[src/rtl/det_sched_pkg.sv]
// rtl/det_sched_pkg.sv - shared state encoding and default geometry for det_sched
package det_sched_pkg;

    localparam int DEF_WORD_W = 8;
    localparam int DEF_WIN_W  = 3;

    typedef enum logic [1:0] {
        ST_IDLE  = 2'd0,
        ST_SHIFT = 2'd1,
        ST_DONE  = 2'd2
    } state_t;

    function automatic logic [1:0] id_onehot(input logic id);
        return id ? 2'b10 : 2'b01;
    endfunction

endpackage

[src/rtl/det_sched_win_match.sv]
// rtl/det_sched_win_match.sv - sliding bit window compared against a latched pattern
import det_sched_pkg::*;

module win_match #(
    parameter int WIN_W = DEF_WIN_W
) (
    input  logic             clk,
    input  logic             reset,
    input  logic             clr,
    input  logic             shift_en,
    input  logic             bit_in,
    input  logic [WIN_W-1:0] pat,
    output logic             hit
);

    localparam int FW = $clog2(WIN_W + 1);

    logic [WIN_W-1:0] window;
    logic [WIN_W-1:0] window_nxt;
    logic [FW-1:0]    fill;

    assign window_nxt = {window[WIN_W-2:0], bit_in};

    // A window only counts once it holds WIN_W bits of the current word.
    assign hit = shift_en && (fill >= FW'(WIN_W - 1)) && (window_nxt == pat);

    always_ff @(posedge clk) begin
        if (reset || clr) begin
            window <= '0;
            fill   <= '0;
        end else if (shift_en) begin
            window <= window_nxt;
            if (fill != FW'(WIN_W))
                fill <= fill + FW'(1);
        end
    end

endmodule

[src/rtl/det_sched.sv]
// rtl/det_sched.sv - round-robin two-requester word scheduler counting pattern windows
import det_sched_pkg::*;

module det_sched #(
    parameter int WORD_W = DEF_WORD_W,
    parameter int WIN_W  = DEF_WIN_W
) (
    input  logic                         clk,
    input  logic                         reset,
    input  logic [1:0]                   req,
    input  logic [WORD_W-1:0]            data0,
    input  logic [WORD_W-1:0]            data1,
    input  logic [WIN_W-1:0]             pat,
    output logic [1:0]                   grant,
    output logic                         busy,
    output logic                         done,
    output logic                         done_id,
    output logic [$clog2(WORD_W+1)-1:0]  match_cnt
);

    localparam int CW = $clog2(WORD_W + 1);

    state_t            state;
    logic [WORD_W-1:0] word_q;
    logic [WIN_W-1:0]  pat_q;
    logic              cur_id;
    logic              prio;
    logic [CW-1:0]     bit_cnt;
    logic [CW-1:0]     cnt;
    logic              winner;
    logic              load;
    logic              hit;

    // prio names the requester that wins a tie; it flips away from whoever was served last.
    assign winner = (req == 2'b11) ? prio : req[1];
    assign load   = (state == ST_IDLE) && (req != 2'b00);

    win_match #(.WIN_W(WIN_W)) u_win_match (
        .clk      (clk),
        .reset    (reset),
        .clr      (load),
        .shift_en (state == ST_SHIFT),
        .bit_in   (word_q[WORD_W-1]),
        .pat      (pat_q),
        .hit      (hit)
    );

    always_ff @(posedge clk) begin
        if (reset) begin
            state     <= ST_IDLE;
            word_q    <= '0;
            pat_q     <= '0;
            cur_id    <= 1'b0;
            prio      <= 1'b0;
            bit_cnt   <= '0;
            cnt       <= '0;
            grant     <= 2'b00;
            busy      <= 1'b0;
            done      <= 1'b0;
            done_id   <= 1'b0;
            match_cnt <= '0;
        end else begin
            grant <= 2'b00;
            done  <= 1'b0;
            case (state)
                ST_IDLE: begin
                    if (load) begin
                        word_q  <= winner ? data1 : data0;
                        pat_q   <= pat;
                        cur_id  <= winner;
                        bit_cnt <= '0;
                        cnt     <= '0;
                        grant   <= id_onehot(winner);
                        busy    <= 1'b1;
                        state   <= ST_SHIFT;
                    end
                end
                ST_SHIFT: begin
                    word_q  <= {word_q[WORD_W-2:0], 1'b0};
                    bit_cnt <= bit_cnt + CW'(1);
                    cnt     <= cnt + CW'(hit);
                    if (bit_cnt == CW'(WORD_W - 1))
                        state <= ST_DONE;
                end
                ST_DONE: begin
                    done      <= 1'b1;
                    done_id   <= cur_id;
                    match_cnt <= cnt;
                    prio      <= ~cur_id;
                    busy      <= 1'b0;
                    state     <= ST_IDLE;
                end
                default: state <= ST_IDLE;
            endcase
        end
    end

endmodule

[config.mk]
export PLATFORM = sky130hd
export DESIGN_NAME = det_sched
export DESIGN_NICKNAME = d
export VERILOG_FILES = /design/src/rtl/det_sched_pkg.sv /design/src/rtl/det_sched_win_match.sv /design/src/rtl/det_sched.sv
export SDC_FILE = /design/constraint.sdc
export NUM_CORES = 1
export LEC_CHECK = 0
export ABC_AREA = 1
export CORE_ASPECT_RATIO = 2
export CORE_MARGIN = 4
export CORE_UTILIZATION = 45
export CTS_BUF_LIST = sky130_fd_sc_hd__clkbuf_4 sky130_fd_sc_hd__clkbuf_8 sky130_fd_sc_hd__clkbuf_16
export DETAILED_ROUTE_END_ITERATION = 7
export GPL_TIMING_DRIVEN = 0
export HOLD_SLACK_MARGIN = 0.03
export PLACE_DENSITY = 0.71
export SLEW_MARGIN = 20
export SYNTH_ARGS = -nofsm -noshare
export SYNTH_HDL_FRONTEND = slang
export SYNTH_SLANG_ARGS = --single-unit
[constraint.sdc]
create_clock -name clk -period 2.4 [get_ports clk]
set_input_delay 0.24 -clock clk [delete_from_list [all_inputs] [get_ports clk]]
set_output_delay 0.24 -clock clk [all_outputs]
set_load 0.01 [all_outputs]
# Yosys cells after proc, flatten, opt, wreduce, memory -nomap -nowiden
# Index checks and enable logic that the tools add are counted.
[totals]
out_inout_bits = 9
inputBits = 23
word_cells = 57
ff_bits = 36
[op_classes]
n_addsub = 3
n_bitwise = 3
n_lt_le_gt_ge = 1
reduce_logical = 14
n_eq_ne = 8
n_mux = 14
[ops]
columns = ["cell", "n"]
rows = [
  ["two-way mux 8 bit", 2],
  ["case mux 4 bit (2 select lines)", 2],
  ["case mux 8 bit (2 select lines)", 1],
  ["AND reduction 2 bit", 5],
  ["two-way mux 2 bit", 3],
  ["nonzero test 2 bit", 3],
  ["adder 4 x 1 -> 4 bit", 1],
  ["adder 4 x 1 -> 4 bit, second input constant", 1],
  ["equality test 2 bit, second input constant", 2],
  ["equality test 4 x 3 -> 1 bit, second input constant", 1],
  ["two-way mux 4 bit", 1],
  ["!= test 2 bit, second input constant", 2],
  ["case mux 2 bit (2 select lines)", 1],
  ["equality test 3 bit", 1],
  ["logical AND 1 bit", 3],
  ["two-way mux 1 bit", 3],
  ["NOT 1 bit", 3],
  ["OR reduction 3 bit", 1],
  ["adder 2 x 1 -> 2 bit, second input constant", 1],
  ["equality test 2 x 1 -> 1 bit, second input constant", 1],
  [">= comparator 2 bit, second input constant", 1],
  ["zero test 2 bit", 1],
  ["!= test 2 x 1 -> 1 bit, second input constant", 1],
  ["case mux 1 bit (2 select lines)", 1],
  ["logical OR 1 bit", 1],
]

# Logic depth before layout (Yosys ltp)
# Gate-level depths: netlist of run 1.
[logic_depth]
word_depth = 5
depth_mapped = 10
mapped_depth_nobuf = 10

# Cells and area by module
# Synthesis of run 1 repeated with hierarchy kept, for this count alone.
[unflattened]
cells_unflattened = 251
area_unflattened_um2 = 1725.4
[by_module_without_submodules]
columns = ["module", "instances", "area_per_inst_um2", "seq_area_each_um2", "cells_each"]
rows = [
  ["det_sched", 1, 1487.7, 640.6, 215],
  ["win_match", 1, 237.7, 80.1, 36],
]

# Worst setup path after synthesis of run 1
# Ideal clock, no wire load.
[synth_timing]
path_kind = "register to register"
start = "reg state[1]"
end = "reg cnt[2]"
setup_ns = 0.070
path_buffers = 0
period_less_slack_ns = 1.650
stages_incl_launch_ff = 11
t_required_ns = 2.330
t_arrival_ns = 1.580
slack_ns = 0.750
path_cell_list = "dfxtp_1 > inv_2 > nand2_1 > inv_2 > o21ai_0 > nor3_1 > ha_1 > ha_1 > xor2_1 > nand2_1 > a21oi_1"
[synth_via]
elab_chain_len = 5
elab_cells_between_ends = 10
classes_between = "add/sub (1); eq/ne (2); mux (1); reduce/logical (6)"
[synth_rtl]
columns = ["element", "line", "text"]
rows = [
  ["start: declaration", "det_sched.sv:23", "state_t state;"],
  ["start signal: assignment", "det_sched.sv:50", "state <= ST_IDLE;"],
  ["start signal: assignment", "det_sched.sv:75", "state <= ST_SHIFT;"],
  ["start signal: assignment", "det_sched.sv:83", "state <= ST_DONE;"],
  ["equality test 2 x 1 -> 1 bit", "det_sched.sv:42, det_sched.sv:65", ""],
  ["logical AND 1 bit (2 in a row)", "det_sched_win_match.sv:25", "assign hit = shift_en && (fill >= FW'(WIN_W - 1)) && (window_nxt == pat);"],
  ["adder 4 x 1 -> 4 bit", "det_sched.sv:81", "cnt <= cnt + CW'(hit);"],
  ["case mux 4 bit (2 select lines)", "det_sched.sv:65", "case (state)"],
  ["end signal: assignment", "det_sched.sv:81", ""],
  ["end: declaration", "det_sched.sv:29", "logic [CW-1:0] cnt;"],
]
# Several ways; a longest one is shown, not always the timed one.
# A chain may end at the register's enable or synchronous reset.

# Worst setup path in the final report of run 1
# Ends and elaborated chain as after synthesis.

==> results of run 1 <==
[worst paths after layout]
path,to,cells after the start,slack [ns]
hold / removal,grant[1]$_SDFF_PP0_,3,0.37
hold reg to reg,word_q[0]$_SDFFE_PP0P_,2,0.47
setup / recovery,cnt[2]$_SDFFE_PP0P_,10,0.26
setup reg to reg,cnt[2]$_SDFFE_PP0P_,10,0.26
[cell usage in the layout, fill, tap and decap left out, types with 3 or more instances in the layout]
cell              n
clkbuf_8          6
a21oi_1          26
ha_1              5
nand2_1          60
o21ai_0           8
inv_1            26
clkdlybuf4s50_1  30
nand3_1          25
nor2_1           29
buf_2             3
dfxtp_1          36
clkbuf_1          3
[layer usage]
layer / share of wire (%) / GRT usage (%) / up-vias / wire, um
li1: - / - / 846 / -
met3: 3.8 / 3.16 / 7 / 150
met4: 2.4 / 9.19 / 0 / 96
met2: 57 / 36.5 / 35 / 2250
met5: 0 / 0 / - / 0
met1: 37 / 14.5 / 753 / 1450
[flip-flops by register name (all words and copies together) (netlist names)]
| register | flops |
|---|---|
| word_q | 8 |
| bit_cnt | 4 |
| cnt | 4 |
| match_cnt | 4 |
| pat_q | 3 |
| grant | 2 |
| state | 2 |
| u_win_match.fill | 2 |
| u_win_match.window | 2 |
| busy | 1 |
| cur_id | 1 |
| done | 1 |
| done_id | 1 |
| prio | 1 |
[report_power, final]
| part | internal (mW) | leakage [nW] | switching (mW) |
|---|---|---|---|
| clock | 0.245 | 0.0479 | 0.221 |
| sequential | 0.631 | 0.294 | 0.0216 |
| combinational | 0.103 | 0.614 | 0.138 |
| total | 0.979 | 0.956 | 0.381 |
[cell type report]
type | instances | share of cell area [%]
clock inverters | 1 | 0.349
multi-input cells | 169 | 37.7
inverters | 28 | 4.88
clock buffers | 7 | 4.18
repair buffers | 30 | 13.9
flip-flops and latches | 36 | 33.5
plain buffers | 9 | 2.61
well taps | 49 | 2.85
[cell usage after synthesis]
master	n	area [um2]
a211oi_1	1	7.51
a21oi_1	26	130
buf_2	3	15.0
buf_4	1	7.51
buf_6	2	22.5
clkbuf_1	3	11.3
dfxtp_1	36	721
ha_1	5	62.6
inv_1	26	97.6
inv_2	2	7.51
nand2_1	60	225
nand2_2	1	6.26
nand3_1	25	125
nand3b_1	1	7.51
nand4_1	2	12.5
nor2_1	29	109
nor2_2	2	12.5
nor2_4	2	22.5
nor3_1	2	10.0
o21ai_0	8	40.0
o21ai_2	1	8.76
o22ai_1	1	6.26
xnor2_1	1	8.76
xor2_1	2	17.5
[cells by family after synthesis]
group           share of synthesized area (%)
fa+ha+maj                                3.69
xor+xnor                                 1.55
simple gates                             31.3
compound gates                           11.4
buf+inv                                  9.53
flops                                    42.5
[worst max-delay path, delay by kind of cell (launching register included)]
family	cells	cell delay (ns)
simple gates	3	0.56
fa+ha+maj	2	0.43
buf+inv	2	0.33
flops	1	0.31
compound gates	2	0.30
xor+xnor	1	0.14
[metrics by stage]
step	area (um2)	cells
after floorplan	1690	242
after CTS	2150	329
final	2150	329
after detailed placement	2060	321
after global routing	2150	329
after global placement	2060	321
==> qor.yml, run 1 <==
status:
  status: "completed"
detailed_routing:
  vias: 1641
  wl_per_cell_um: 12.0
  firstDrtPassIters: 4
  ant_nets: 0
  drt-vias-per-instance: 4.99
  drtIter0Drc: 28
  route.detailed.drc: 0
  wl_um: 3950
finish:
  nets: 307
  fillerInstances: 387
  num_antenna_cells: 0
  multi_input_area_um2: 812
  seq_area_um2: 721
  areaGrowthSynthToFinish_pct: 27.1
  drive_gt1_share_pct: 7.86
  fin_util_pct: 59.1
critical_path:
  crit_slowest_cell: "dfxtp_1"
  crit_path_start_kind: "flop"
  crit_chain: "inv_2 -> nand2_1 -> inv_2 -> o21ai_0 -> nor3_1 -> ha_1 -> ha_1 -> xor2_1 -> nand2_1 -> a21oi_1"
  critPathKind: "flop to flop"
  cp-startpoint: "state[1]$_SDFFE_PP0P_"
  end_kind: "flop"
  crit_fanout: 10
  cp_slowest_stage_delay_ns: 0.31
  timing.rr.start: "state[1]$_SDFFE_PP0P_"
  crit_arrival_ns: 2.36
  critical_path_required_ns: 2.62
sta:
  tns_ns: 0
  setup_slack_ns: 0.259
  tightest_slew_ns: 0.526
  rsz0062_at_grt: "false"
  worst_clock_skew_ns: 0.00770
  max_slew_margin_pct: 64.9
  min_period_ns: 2.14
  hold_violations: 0
  slew_viol_final: 0
  min_period_over_period_pct: 89.2
  fmax_ghz: 0.467
  timing.hold.ws_ns: 0.374
  setup_viol: 0
place:
  place_congestion: 0.831
  port_buffers: 30
  pre_cts_slack_ns: 0.280
  hpwl_um: 2990
grt:
  grt_usage_pct: 17.7
  grt_first_pass_wirelength_um: 6420
  grt_overflow: 0
  grt_antenna_before_repair: 0
  first_global_vias: 1554
  grt_max_degree: 12
clocking:
  tritoncts: "yes"
  cts_buffer_depth: 2
  htreeDepth: 2
  insertion_delay_ns: 0.29
  cts.clk_slew.worst_paths_ns: 0.07
  hold_buffers: 0
  clock-root-buffer: "clkbuf_8"
  cts_buffers: 5
  post-cts-setup-buffer-count: 0
  cts_resized: 0
  clkSinkCount: 36
floorplan:
  initial_core_util_pct: 46.5
  placementRows: 31
  fp.dieW_um: 51.4
  core_um2: 3650
  die-height_um: 94.8
  die_area_um2: 4870
  ios: 32
yosys:
  ys_warn_count: 0
  ys_ff_latch: 36
  synth_fp_nets: 270
  synth-seq-area-share_pct: 42.5
  syn_inst: 242
  syn_area_per_cell_um2: 7.00
  netlist_area_um2: 1690
  ys_types: 24
min_path:
  hold_path.class: "input port to flop"
  min_from: "req[1]"
power_and_ir_drop:
  finalPower_mw: 1.36
  p_leak_nw: 0.956
  worst_ir_drop_vdd_mv: 0.397
  cellPowerDensity_nw_per_um2: 631
flow_run:
  maxCapViolCount: 0
Note: power is estimated with default switching activity, not from simulation.
==> run 2: changes to the inputs <==
--- a/config.mk
+++ b/config.mk
@@ -8,12 +8,11 @@
 export ABC_AREA = 1
 export CORE_ASPECT_RATIO = 2
 export CORE_MARGIN = 4
-export CORE_UTILIZATION = 45
+export CORE_UTILIZATION = 50
 export CTS_BUF_LIST = sky130_fd_sc_hd__clkbuf_4 sky130_fd_sc_hd__clkbuf_8 sky130_fd_sc_hd__clkbuf_16
 export DETAILED_ROUTE_END_ITERATION = 7
-export GPL_TIMING_DRIVEN = 0
 export HOLD_SLACK_MARGIN = 0.03
-export PLACE_DENSITY = 0.71
+export PLACE_DENSITY = 0.77
 export SLEW_MARGIN = 20
 export SYNTH_ARGS = -nofsm -noshare
 export SYNTH_HDL_FRONTEND = slang
==> run 2 against run 1 <==
Net effect: clock skew is 0.0040 ns lower; maximum frequency grew 28%; count of clock-buffer cells in the layout unchanged; sequential power is essentially flat; sequential share of layout area increased by 0.63 points; utilization up 6.4 points; critical path depth shrank 1; setup slack better by 0.47 ns; wire length is 3.9% lower; register-to-register slack better by 0.47 ns; largest power group unchanged.
==> qor.yml, run 2 (synthesized netlist as in run 1, its figures left out) <==
finish:
  num_antenna_cells: 0  # unchanged
  top_register: "word_q"
  final_cell_mix: "nand2_1, dfxtp_1, clkdlybuf4s50_1"
  layoutNonFillerInstCount: 306  # -7.0%
  areaGrowthSynthToFinish_pct: 24.7
  fillerInstances: 299  # -23%
  nets: 303  # -1.3%
  drive_gt1_share_pct: 6.91  # -0.95 points
  final_common_cell: "nand2_1"
  multi_input_area_um2: 812  # unchanged
  seq_area_um2: 721  # unchanged
  largest_register_ff_count: 8  # unchanged
min_path:
  hold_path.class: "flop to flop"
sta:
  fmax_ghz: 0.599  # +28%
  timing.hold.ws_ns: 0.468  # +0.0937 ns
  setup_slack_ns: 0.730  # +0.471 ns
  min_period_ns: 1.67  # -0.471 ns
  tns_ns: 0  # unchanged
  min_period_over_period_pct: 69.6  # -20 points
  slew_viol_final: 0  # unchanged
  tightest_slew_ns: 0.460  # -0.0660 ns
  max_slew_margin_pct: 69.3  # +4.3 points
  hold_violations: 0  # unchanged
  worst_clock_skew_ns: 0.00375  # -0.00395 ns
  rsz0062_at_grt: "false"
  setup_viol: 0  # unchanged
clocking:
  tritoncts: "yes"
  hold_buffers: 0  # unchanged
  cts.clk_slew.worst_paths_ns: 0.07  # about the same
  cts_buffer_depth: 2  # unchanged
  insertion_delay_ns: 0.28  # about the same
  htreeDepth: 2  # unchanged
  clock-root-buffer: "clkbuf_8"
  post-cts-setup-buffer-count: 0  # unchanged
  cts_buffers: 5  # unchanged
  clkSinkCount: 36  # unchanged
  cts_resized: 0  # unchanged
critical_path:
  reg2reg_slack_ns: 0.73  # +0.47 ns
  critical_path_required_ns: 2.61  # about the same
  critPathKind: "flop to flop"
  crit_arrival_ns: 1.88  # -0.48 ns
  end_kind: "flop"
  crit_path_start_kind: "flop"
  crit_fanout: 3  # -7
detailed_routing:
  firstDrtPassIters: 4  # unchanged
  route.detailed.drc: 0  # unchanged
  ant_nets: 0  # unchanged
  wl_per_cell_um: 12.4  # +3.4%
  vias: 1640  # -0.061%
  drtIter0Drc: 10  # -64%
  drt-vias-per-instance: 5.36  # +7.5%
  wl_met3_um: 140  # -6.7%
  wl_met1_um: 1420  # -2.4%
  met2_length_um: 2170  # -3.8%
  highest_layer: "met4"
  wl_um: 3800  # -3.9%
power_and_ir_drop:
  p_int_mw: 0.986  # +0.72%
  worst_ir_drop_vdd_mv: 0.425  # +7.1%
  p_seq_share_pct: 48.7  # +0.7 points
  swShare_pct: 26.6  # -1.4 points
  clkPwrFrac_pct: 33.8  # -0.4 points
  cellPowerDensity_nw_per_um2: 635  # +0.61%
  p_sw_mw: 0.357  # -6.3%
  p_leak_nw: 0.949  # -0.66%
  finalPower_mw: 1.34  # -1.3%
  combPwrFrac_pct: 17.5  # -0.3 points
status:
  status: "completed"
grt:
  grt_max_degree: 20  # +8
  grt_usage_pct: 17.5  # -0.18 points
  grt_antenna_before_repair: 0  # unchanged
  grt_overflow: 0  # unchanged
  first_global_vias: 1561  # +0.45%
  grt_first_pass_wirelength_um: 6040  # -5.8%
floorplan:
  core_um2: 3230  # -11%
  die-height_um: 90.3  # -4.7%
  initial_core_util_pct: 52.5  # +6.0 points
  die_area_um2: 4440  # -8.8%
  fp.dieW_um: 49.2  # -4.3%
  placementRows: 29  # -6.5%
  ios: 32  # unchanged
place:
  pre_cts_slack_ns: 0.632  # +0.353 ns
  hpwl_um: 2840  # -5.1%
  place_congestion: 0.747  # -10%
  placed_cells: 299  # -6.9%
  port_buffers: 31  # +3.3%
flow_run:
  maxCapViolCount: 0  # unchanged
run 2: final cells by class:
| cell class | count | area share (%) |
|---|---|---|
| clock buffer | 7 | 4.56 |
| inverter | 28 | 4.97 |
| tap | 31 | 1.84 |
| timing repair buffer | 35 | 16.1 |
| sequential | 36 | 34.1 |
| multi-input combinational | 169 | 38.4 |
run 2: final timing paths:
kind | from | end | depth (start not counted)
setup / recovery | u_win_match.fill[0]$_SDFFE_PP0P_ | cnt[2]$_SDFFE_PP0P_ | 9
hold / removal | busy$_SDFFE_PP0P_ | busy$_SDFFE_PP0P_ | 2
setup reg to reg | u_win_match.fill[0]$_SDFFE_PP0P_ | cnt[2]$_SDFFE_PP0P_ | 9
hold reg to reg | busy$_SDFFE_PP0P_ | busy$_SDFFE_PP0P_ | 2
run 2: routing by layer:
layer | up-vias | GRT usage, %
met1 | 759 | 13.5
met2 | 43 | 36.3
met5 | - | 0
met3 | 7 | 4.30
li1 | 831 | -
met4 | 0 | 8.79
run 2: through the flow:
stage          util (%)  cell area (um2)
3_3_place_gp       62.5             2020
3_5_place_dp       62.5             2020
6_report           65.4             2110
5_1_grt            65.4             2110
4_1_cts            65.4             2110
2_1_floorplan         -             1690
run 2: worst max-delay path, cell delays in order (launching register included):
cell and delay (ns):
dfxtp_1 0.38, inv_1 0.07, ha_1 0.18, o21ai_0 0.15, nor3_1 0.09, ha_1 0.21, ha_1 0.19, xor2_1 0.13
nand2_1 0.07, a21oi_1 0.14
run 2: power groups by stage:
stage	registers (mW)	clock network, mW	logic [mW]
floorplan	0.664	0	0.156
global placement	0.665	0	0.229
detailed placement	0.666	0	0.235
CTS	0.653	0.464	0.237
global route	0.655	0.497	0.261
finish	0.653	0.454	0.235
==> run 3: changes to the inputs <==
--- a/config.mk
+++ b/config.mk
@@ -8,11 +8,11 @@
 export ABC_AREA = 1
 export CORE_ASPECT_RATIO = 2
 export CORE_MARGIN = 4
-export CORE_UTILIZATION = 50
+export CORE_UTILIZATION = 46
 export CTS_BUF_LIST = sky130_fd_sc_hd__clkbuf_4 sky130_fd_sc_hd__clkbuf_8 sky130_fd_sc_hd__clkbuf_16
 export DETAILED_ROUTE_END_ITERATION = 7
 export HOLD_SLACK_MARGIN = 0.03
-export PLACE_DENSITY = 0.77
+export PLACE_DENSITY = 0.75
 export SLEW_MARGIN = 20
 export SYNTH_ARGS = -nofsm -noshare
 export SYNTH_HDL_FRONTEND = slang
==> constraint.sdc (replaced) <==
create_clock -name clk -period 1.4 [get_ports clk]
set_input_delay 0.14 -clock clk [delete_from_list [all_inputs] [get_ports clk]]
set_output_delay 0.14 -clock clk [all_outputs]
set_load 0.01 [all_outputs]
==> run 3 against run 2 <==
Net effect: die area is 7.6% higher; the flow now finishes with violations (setup timing); clock power grew 100%; power increased by 88%; cell count up 12%; highest routed layer unchanged; register-to-register slack worse by 0.82 ns; worst hold slack worse by 0.071 ns; first-iteration DRC count increased to 2.6 times the previous value; sequential share of layout area is 3.4 points lower; count of clock-buffer cells in the layout shrank 1.
==> qor.yml, run 3 (synthesized netlist as in run 1, its figures left out) <==
power_and_ir_drop:
  combPwrFrac_pct: 19.2  # +1.7 points
  p_sw_mw: 0.666  # +87%
  clkPwrFrac_pct: 36.4  # +2.6 points
  p_seq_share_pct: 44.3  # -4.4 points
  swShare_pct: 26.3  # -0.24 points
  p_leak_nw: 1.05  # +11%
  finalPower_mw: 2.53  # +88%
  p_int_mw: 1.86  # +89%
  worst_ir_drop_vdd_mv: 0.685  # +61%
  cellPowerDensity_nw_per_um2: 1070  # +68%
flow_run:
  maxCapViolCount: 0  # unchanged
place:
  place_congestion: 0.782  # +4.7%
  port_buffers: 31  # unchanged
  hpwl_um: 3040  # +7.2%
  placed_cells: 334  # +12%
critical_path:
  crit_arrival_ns: 1.72  # -0.16 ns
  cp_slowest_stage_delay_ns: 0.32  # -0.06 ns
  crit_path_start_kind: "flop"
  crit_slowest_cell: "dfxtp_2"
  crit_fanout: 3  # unchanged
  critPathKind: "flop to flop"
  end_kind: "flop"
  crit_chain: "inv_2 -> ha_4 -> o21ai_2 -> nor3_2 -> ha_2 -> ha_4 -> xor2_1 -> nand2_1 -> a21oi_2"
  crit_top_cell: "ha_4"
  critical_path_required_ns: 1.63  # -0.98 ns
status:
  violations: "setup timing"
  status: "complete, but fails checks"
clocking:
  cts.clk_slew.worst_paths_ns: 0.07  # about the same
  clkSinkCount: 36  # unchanged
  cts_buffers: 5  # unchanged
  htreeDepth: 2  # unchanged
  hold_buffers: 0  # unchanged
  insertion_delay_ns: 0.29  # about the same
  clock-root-buffer: "clkbuf_8"
  tritoncts: "yes"
  cts_buffer_depth: 2  # unchanged
  post-cts-setup-buffer-count: 0  # unchanged
floorplan:
  die_area_um2: 4780  # +7.6%
  placementRows: 31  # +6.9%
  initial_core_util_pct: 47.5  # -5.0 points
  die-height_um: 93.8  # +3.9%
  fp.dieW_um: 50.9  # +3.6%
  core_um2: 3570  # +10%
  ios: 32  # unchanged
finish:
  nets: 320  # +5.6%
  fin_util_pct: 66.3  # +0.83 points
  final_cell_mix: "nand2_1, dfxtp_1, clkdlybuf4s50_1"
  num_antenna_cells: 0  # unchanged
  fillerInstances: 317  # +6.0%
  largest_register_ff_count: 8  # unchanged
  top_register: "word_q"
  layoutNonFillerInstCount: 342  # +12%
  final_common_cell: "nand2_1"
  areaGrowthSynthToFinish_pct: 39.6
  drive_gt1_share_pct: 17.1  # +10 points
grt:
  grt_overflow: 0  # unchanged
  grt_first_pass_wirelength_um: 6780  # +12%
  grt_antenna_before_repair: 0  # unchanged
  first_global_vias: 1574  # +0.83%
  grt_usage_pct: 19.0  # +1.5 points
  grt_max_degree: 20  # unchanged
sta:
  rsz0062_at_grt: "true"
  tightest_slew_ns: 0.259  # -0.201 ns
  hold_violations: 0  # unchanged
  timing.hold.ws_ns: 0.397  # -0.0712 ns
  min_period_ns: 1.49  # -0.181 ns
  setup_viol: 3  # +3
  max_slew_margin_pct: 82.7  # +13 points
  fmax_ghz: 0.671  # +12%
  slew_viol_final: 0  # unchanged
  setup_slack_ns: -0.0892  # -0.819 ns
  worst_clock_skew_ns: 0.00563  # +0.00189 ns
  min_period_over_period_pct: 106  # +37 points
detailed_routing:
  ant_nets: 0  # unchanged
  wl_um: 4060  # +6.7%
  wl_per_cell_um: 11.9  # -4.5%
  drtIter0Drc: 26  # +16
  vias: 1654  # +0.85%
  firstDrtPassIters: 4  # unchanged
  route.detailed.drc: 0  # unchanged
  drt-vias-per-instance: 4.84  # -9.8%
min_path:
  hold_path.class: "input port to flop"
==> run 3: cell count changes in the layout (fill, tap and decap cells not counted), sizes merged <==
cell	previous run	this run
clkbuf	7	6
clkinv	0	1
bufinv	0	1
buf	4	21
==> run 3: final cells by class <==
type	count	area [um2]	share of cell area, %
Clock buffer	6	76.3	3.23
Multi-Input combinational cell	169	860	36.3
Sequential cell	36	727	30.7
Tap cell	49	61.3	2.59
Clock inverter	2	35.0	1.48
Inverter	28	113	4.76
Timing Repair Buffer	52	493	20.8
==> run 3: worst max-delay path, delay by kind of cell, from the launching register on <==
kind            cells  cell delay, ns
xor+xnor            1            0.14
simple gates        2            0.25
flops               1            0.32
buf+inv             1            0.07
compound gates      2            0.16
fa+ha+maj           3            0.49
==> run 3: routing by layer <==
metal	up-vias	track usage (%)	wire length (um)	share of wire, %
met3	9	3.18	120	3.0
met5	-	0	0	0
met2	32	37.1	2370	58
li1	866	-	-	-
met1	747	16.9	1450	36
met4	0	11.7	119	2.9
==> run 3: power by group through the flow <==
stage	clock network (mW)	registers [mW]	logic, mW
detailed placement	0	1.14	0.481
global placement	0	1.14	0.475
floorplan	0	1.14	0.274
CTS	0.945	1.12	0.491
finish	0.921	1.12	0.486
global route	0.980	1.13	0.545
==> run 3: through the flow <==
| step | area, um2 | TNS (ns) | setup WS [ns] |
|---|---|---|---|
| finish | 2360 | -0.118 | -0.0892 |
| CTS | 2360 | -0.144 | -0.105 |
| floorplan | 1730 | -0.0561 | -0.0534 |
| global route | 2360 | -0.440 | -0.193 |
| detailed placement | 2220 | -0.668 | -0.116 |
| global placement | 2220 | -0.568 | -0.0817 |
==> run 3: what timing repair did <==
item | CTS | global route
resized for setup | 7 | 2
setup endpoints to repair | 3 | 4
endpoints found under the hold margin | 0 | 0
pin swaps | 4 | 2
==> run 3: path summary, 6_finish.rpt <==
path                                          from                     to  slack, ns  depth (start not counted)
setup / recovery  u_win_match.fill[0]$_SDFFE_PP0P_    cnt[2]$_SDFFE_PP0P_      -0.09                          9
hold / removal                              pat[2]  pat_q[2]$_SDFFE_PP0P_       0.40                          3
setup reg to reg  u_win_match.fill[0]$_SDFFE_PP0P_    cnt[2]$_SDFFE_PP0P_      -0.09                          9
hold reg to reg                  busy$_SDFFE_PP0P_      busy$_SDFFE_PP0P_       0.47                          2
